`src/rtl/asconp_pkg.sv`:
```
// Shared types, tables and helpers for the iterative inverse Ascon permutation.
package asconp_pkg;

   typedef enum logic [1:0] {
      IDLE = 2'd0,
      RUN  = 2'd1,
      DONE = 2'd2
   } fsm_e;

   // Element [0] is x0 ... element [4] is x4.
   typedef logic [4:0][63:0] state_t;

   localparam logic [4:0] INV_SBOX [32] = '{
      5'h14, 5'h1A, 5'h07, 5'h0D, 5'h00, 5'h09, 5'h0E, 5'h12,
      5'h0A, 5'h06, 5'h1D, 5'h01, 5'h19, 5'h15, 5'h13, 5'h1E,
      5'h18, 5'h16, 5'h0B, 5'h11, 5'h03, 5'h05, 5'h1C, 5'h1F,
      5'h17, 5'h1B, 5'h04, 5'h08, 5'h0F, 5'h0C, 5'h10, 5'h02
   };

   localparam logic [5:0] ROT_A [5] = '{6'd19, 6'd61, 6'd1, 6'd10, 6'd7};
   localparam logic [5:0] ROT_B [5] = '{6'd28, 6'd39, 6'd6, 6'd17, 6'd41};

   function automatic logic [7:0] round_const(input logic [3:0] r);
      return {4'hF - r, r};
   endfunction

   function automatic logic [63:0] rotr(input logic [63:0] x, input logic [5:0] n);
      logic [127:0] w;
      w = {x, x} >> n;
      return w[63:0];
   endfunction

   // (1 + R^a + R^b)^63 is the inverse because its 64th power is the identity;
   // the 6-bit shift keeps each rotation amount modulo 64.
   function automatic logic [63:0] inv_linear(input logic [63:0] x,
                                              input logic [5:0]  a,
                                              input logic [5:0]  b);
      logic [63:0] y;
      y = x;
      for (int unsigned k = 0; k < 6; k++) begin
         y = y ^ rotr(y, a << k) ^ rotr(y, b << k);
      end
      return y;
   endfunction

endpackage

```
`src/rtl/asconp_inv_round.sv`:
```
// One combinational inverse Ascon round; passes the state through when disabled.
module asconp_inv_round
   import asconp_pkg::*;
(
   input  state_t     x_i,
   input  logic [3:0] rnd_i,
   input  logic       en_i,
   output state_t     x_o
);

   state_t     lin;
   state_t     sb;
   logic [4:0] col;
   logic [4:0] inv;

   always_comb begin
      lin = '0;
      sb  = '0;
      col = '0;
      inv = '0;
      for (int unsigned w = 0; w < 5; w++) begin
         lin[w] = inv_linear(x_i[w], ROT_A[w], ROT_B[w]);
      end
      for (int unsigned j = 0; j < 64; j++) begin
         col      = {lin[0][j], lin[1][j], lin[2][j], lin[3][j], lin[4][j]};
         inv      = INV_SBOX[col];
         sb[0][j] = inv[4];
         sb[1][j] = inv[3];
         sb[2][j] = inv[2];
         sb[3][j] = inv[1];
         sb[4][j] = inv[0];
      end
      sb[2][7:0] = sb[2][7:0] ^ round_const(rnd_i);
      x_o        = en_i ? sb : x_i;
   end

endmodule

```
`src/rtl/asconp_inv_iter.sv`:
```
// Iterative inverse of the N-round Ascon permutation, UROL inverse rounds per cycle,
// with valid/ready handshakes on input and output.
module asconp_inv_iter
   import asconp_pkg::*;
#(
   parameter int unsigned UROL = 1
)
(
   input  logic        clk,
   input  logic        rst_n,
   input  logic        in_valid_i,
   output logic        in_ready_o,
   input  logic [3:0]  rounds_i,
   input  logic [63:0] x0_i,
   input  logic [63:0] x1_i,
   input  logic [63:0] x2_i,
   input  logic [63:0] x3_i,
   input  logic [63:0] x4_i,
   output logic        out_valid_o,
   input  logic        out_ready_i,
   output logic [63:0] x0_o,
   output logic [63:0] x1_o,
   output logic [63:0] x2_o,
   output logic [63:0] x3_o,
   output logic [63:0] x4_o
);

   state_t     state_q, state_d;
   state_t     chain [UROL+1];
   logic [3:0] rnd_q, rnd_d;
   logic [3:0] cnt_q, cnt_d;
   logic [3:0] n_eff;
   logic [3:0] step;
   fsm_e       fsm_q, fsm_d;
   logic       out_valid_q, out_valid_d;
   logic       in_ready_q, in_ready_d;

   assign chain[0] = state_q;

   // Slot g handles round rnd_q-g and is idle once the remaining count runs out.
   for (genvar g = 0; g < UROL; g++) begin : g_round
      asconp_inv_round u_round (
         .x_i   (chain[g]),
         .rnd_i (rnd_q - 4'(g)),
         .en_i  (cnt_q > 4'(g)),
         .x_o   (chain[g+1])
      );
   end

   always_comb n_eff = (rounds_i == 4'd0 || rounds_i > 4'd12) ? 4'd12 : rounds_i;
   always_comb step  = (cnt_q >= 4'(UROL)) ? 4'(UROL) : cnt_q;

   always_comb begin
      fsm_d       = fsm_q;
      state_d     = state_q;
      rnd_d       = rnd_q;
      cnt_d       = cnt_q;
      out_valid_d = out_valid_q;
      in_ready_d  = in_ready_q;
      case (fsm_q)
         IDLE: begin
            if (in_valid_i && in_ready_q) begin
               state_d    = {x4_i, x3_i, x2_i, x1_i, x0_i};
               rnd_d      = 4'd11;
               cnt_d      = n_eff;
               in_ready_d = 1'b0;
               fsm_d      = RUN;
            end
         end
         RUN: begin
            state_d = chain[UROL];
            rnd_d   = rnd_q - step;
            cnt_d   = cnt_q - step;
            if (cnt_q <= 4'(UROL)) begin
               fsm_d       = DONE;
               out_valid_d = 1'b1;
            end
         end
         DONE: begin
            if (out_ready_i) begin
               fsm_d       = IDLE;
               out_valid_d = 1'b0;
               in_ready_d  = 1'b1;
            end
         end
         default: begin
            fsm_d       = IDLE;
            out_valid_d = 1'b0;
            in_ready_d  = 1'b1;
         end
      endcase
   end

   always_ff @(posedge clk or negedge rst_n) begin
      if (!rst_n) begin
         fsm_q       <= IDLE;
         state_q     <= '0;
         rnd_q       <= '0;
         cnt_q       <= '0;
         out_valid_q <= 1'b0;
         in_ready_q  <= 1'b1;
      end else begin
         fsm_q       <= fsm_d;
         state_q     <= state_d;
         rnd_q       <= rnd_d;
         cnt_q       <= cnt_d;
         out_valid_q <= out_valid_d;
         in_ready_q  <= in_ready_d;
      end
   end

   assign in_ready_o  = in_ready_q;
   assign out_valid_o = out_valid_q;
   assign x0_o        = state_q[0];
   assign x1_o        = state_q[1];
   assign x2_o        = state_q[2];
   assign x3_o        = state_q[3];
   assign x4_o        = state_q[4];

endmodule

```
`config.mk`:
```
export PLATFORM = sky130hd
export DESIGN_NAME = asconp_inv_iter
export DESIGN_NICKNAME = d
export VERILOG_FILES = /design/src/rtl/asconp_pkg.sv /design/src/rtl/asconp_inv_round.sv /design/src/rtl/asconp_inv_iter.sv
export SDC_FILE = /design/constraint.sdc
export NUM_CORES = 2
export LEC_CHECK = 0
export CAP_MARGIN = 20
export CORE_ASPECT_RATIO = 0.5
export CORE_MARGIN = 3
export CORE_UTILIZATION = 45
export DETAILED_ROUTE_END_ITERATION = 8
export PLACE_DENSITY = 0.68
export SLEW_MARGIN = 20
export SYNTH_ARGS = -nofsm -noshare
export SYNTH_HDL_FRONTEND = slang
export SYNTH_SLANG_ARGS = --single-unit
```
`constraint.sdc`:
```
create_clock -name clk -period 7.1 [get_ports clk]
set_input_delay 1.065 -clock clk [delete_from_list [all_inputs] [get_ports clk]]
set_output_delay 1.065 -clock clk [all_outputs]
set_load 0.01 [all_outputs]
```
==> results_dict.tcl <==
set metrics [dict create \
    tns_ps 0 \
    setup_violations 0 \
    grt_pass1_vias 55400 \
    h-tree-depth 2 \
    fin_hold_ws_ps 418 \
    finalCriticalPeriod_ps 6650 \
    die_y_um 286 \
    grt_overflow 0 \
    cp_slowest_cell "a211oi_1" \
    viasPerCell 6.22 \
    clkLatencyLatePin_ps 680 \
    crit_fanout 10 \
    grt_pass1_wl_um 460000 \
    max-cap-violations 0 \
    synth_ff_type "dfrtp_1" \
    cts_root_buf "clkbuf_16" \
    tightest_slew_ps 1340 \
    core_mm2 0.154 \
    dr.pass1.iters 6 \
    antenna_left 0 \
    hp-class "input pin to asynchronous set/reset pin" \
    cp-end-kind "flop" \
    synthCells 7340 \
    die_x_um 565 \
    initial_core_util 0.458 \
    wl_per_cell_um 34.3 \
    antenna_found_initial 46 \
    seq_area_frac_synth 0.118 \
    numCtsBuffers 41 \
    syn_area_mm2 0.0703 \
    fmax_ghz 0.150 \
    cts.sinks 332 \
    arrival_ps 7210 \
    io_pins 650 \
    cts_tree "done" \
    finalHoldViolations 0 \
    gp_congestion 1.11 \
    cpPeakStageDelay_ps 940 \
    path_common_cell "xnor3_1" \
    drive_gt1_frac 0.0806 \
    synth_area_per_cell_um2 9.58 \
    cts.hold.buffers_added 0 \
    cp_num_buf_inv 2 \
    worstPathCellList "xnor3_1 -> xor2_1 -> xnor3_1 -> xnor3_1 -> xor2_2 -> buf_4 -> xnor2_4 -> xor2_2 -> inv_1 -> ha_1 -> or2_2 -> a21oi_1 -> a211oi_1 -> a211oi_1 -> a21oi_1 -> o21ai_0" \
    fin_crit_sh 0.936 \
    status "finished, final reports clean" \
    async_reset_ff_frac 1.00 \
    cp_top_family "XOR/XNOR gates" \
    cp-start-kind "flop" \
    yosys_register_bits 332 \
    grt_setup_unrepaired "no" \
    hpwl_um 287000 \
    grt_max_degree 146 \
    setup_slack_ps 451 \
    grt.total_usage 0.411 \
    area_growth_syn_to_layout_pct 16.6 \
    synthDistinctLibCells 84 \
    postCtsSetupRepairBufs 0 \
    yosys_warnings 0 \
    post-route-drc-count 0 \
    final_nets 8676 \
    path_clk_slew_ps 80 \
    cts_buffer_depth 3 \
    io_buffer_count 649 \
    clock_skew_ps 52.9 \
    utilization 0.534 \
    dpl_worst_slack_ps 772 \
    ctsResizeCount 0 \
    drt_wl_total_um 344000 \
    first_iter_violations 9133 \
    row_count 101 \
    max_slew_margin 0.0997 \
    synth_edf_count 0 \
    crit_type "flop to flop" \
    vias 62400 \
    cp.required_ps 7660 \
    slew_viol_final 0 \
    dieArea_mm2 0.161 \
]
==> layout by cell type, fill, tap and decap left out, types with 89 or more instances in the layout <==
master | Yosys | layout
xor2_1 | 465 | 455
mux2i_1 | 206 | 206
ha_1 | 444 | 444
o21ai_0 | 438 | 435
xnor3_1 | 623 | 623
xor3_1 | 195 | 195
buf_4 | 3 | 275
a21oi_1 | 408 | 407
nor2_1 | 564 | 563
a211oi_1 | 174 | 161
inv_1 | 286 | 286
dfrtp_1 | 331 | 331
xnor2_1 | 1043 | 1018
clkdlybuf4s50_1 | 0 | 648
a31oi_1 | 89 | 89
nand2_1 | 598 | 596
nor3_1 | 92 | 91
==> cells by family (layout without fill, tap and decap cells) <==
kind of cell / after synthesis / count (layout) / share of synthesized area
xor+xnor: 2400 / 2400 / 0.472
simple gates: 1594 / 1594 / 0.0981
compound gates: 1550 / 1550 / 0.137
buf+inv: 720 / 1315 / 0.0405
fa+ha+maj: 445 / 445 / 0.0793
flops: 332 / 332 / 0.118
mux: 297 / 297 / 0.0548
other cells: 2 / 33 / 0.000107
==> state kept, by name, summed over array words and instances (netlist names) <==
signal / count
x3_o: 64
cnt_q: 4
in_ready_o: 1
out_valid_o: 1
x4_o: 64
fsm_q: 2
rnd_q: 4
x1_o: 64
x2_o: 64
x0_o: 64
==> per-stage QoR <==
step	std cells	cell area (µm²)
floorplan	7341	70400
global placement	9918	80400
detailed placement	9918	80400
CTS	9994	81800
global route	9998	82000
finish	10000	82000
==> worst reg2reg max path, stage by stage, from the launching register on <==
cell and delay [ps]:
dfrtp_1 600, xnor3_1 710, xor2_1 250, xnor3_1 550, xnor3_1 550, xor2_2 200
buf_4 190, xnor2_4 680, xor2_2 640, inv_1 210, ha_1 260, or2_2 290
a21oi_1 120, a211oi_1 60, a211oi_1 940, a21oi_1 70, o21ai_0 220
==> synth_stat cells, types with 81 or more instances <==
cell type	count	area share
a211oi_1	174	0.019
a21oi_1	408	0.029
a31oi_1	89	0.0079
buf_2	102	0.0073
clkbuf_1	283	0.015
dfrtp_1	331	0.12
ha_1	444	0.079
inv_1	286	0.015
mux2i_1	206	0.029
nand2_1	598	0.032
nor2_1	564	0.030
nor3_1	92	0.0065
o211ai_1	81	0.0086
o21ai_0	438	0.031
xnor2_1	1043	0.13
xnor3_1	623	0.20
xor2_1	465	0.058
xor3_1	195	0.066
==> final cells by class <==
cell class / count / area [µm²]
Inverter: 303 / 1140
Sequential cell: 332 / 8310
Timing Repair Buffer: 936 / 8790
Tap cell: 2060 / 2580
Fill cell: 13900 / 71500
Clock buffer: 50 / 1090
Antenna cell: 30 / 75.1
Multi-Input combinational cell: 6289 / 59700
Clock inverter: 26 / 369
==> path summary, 6_finish.rpt <==
path	slack (ps)	end	from	cells after the start
max in group asynchronous	5000	x2_o[46]	rst_n	2
max reg2reg	450	x4_o[53]	x4_o[31]	16
max	450	x4_o[53]	x4_o[31]	16
min reg2reg	530	out_valid_o	out_valid_o	2
min in group clk	530	out_valid_o	out_valid_o	2
min	420	x0_o[15]	rst_n	1
==> routing by layer <==
layer | up-vias | part of all wire | GRT usage
met1 | 31100 | 0.40 | 0.556
met5 | - | 0.00067 | 0
met2 | 3979 | 0.38 | 0.534
li1 | 26600 | - | -
met3 | 645 | 0.17 | 0.213
met4 | 34 | 0.055 | 0.184
Power is left out: the tool's default activity adds up to more than one toggle a clock period on the data nets, which glitch-free logic cannot reach.
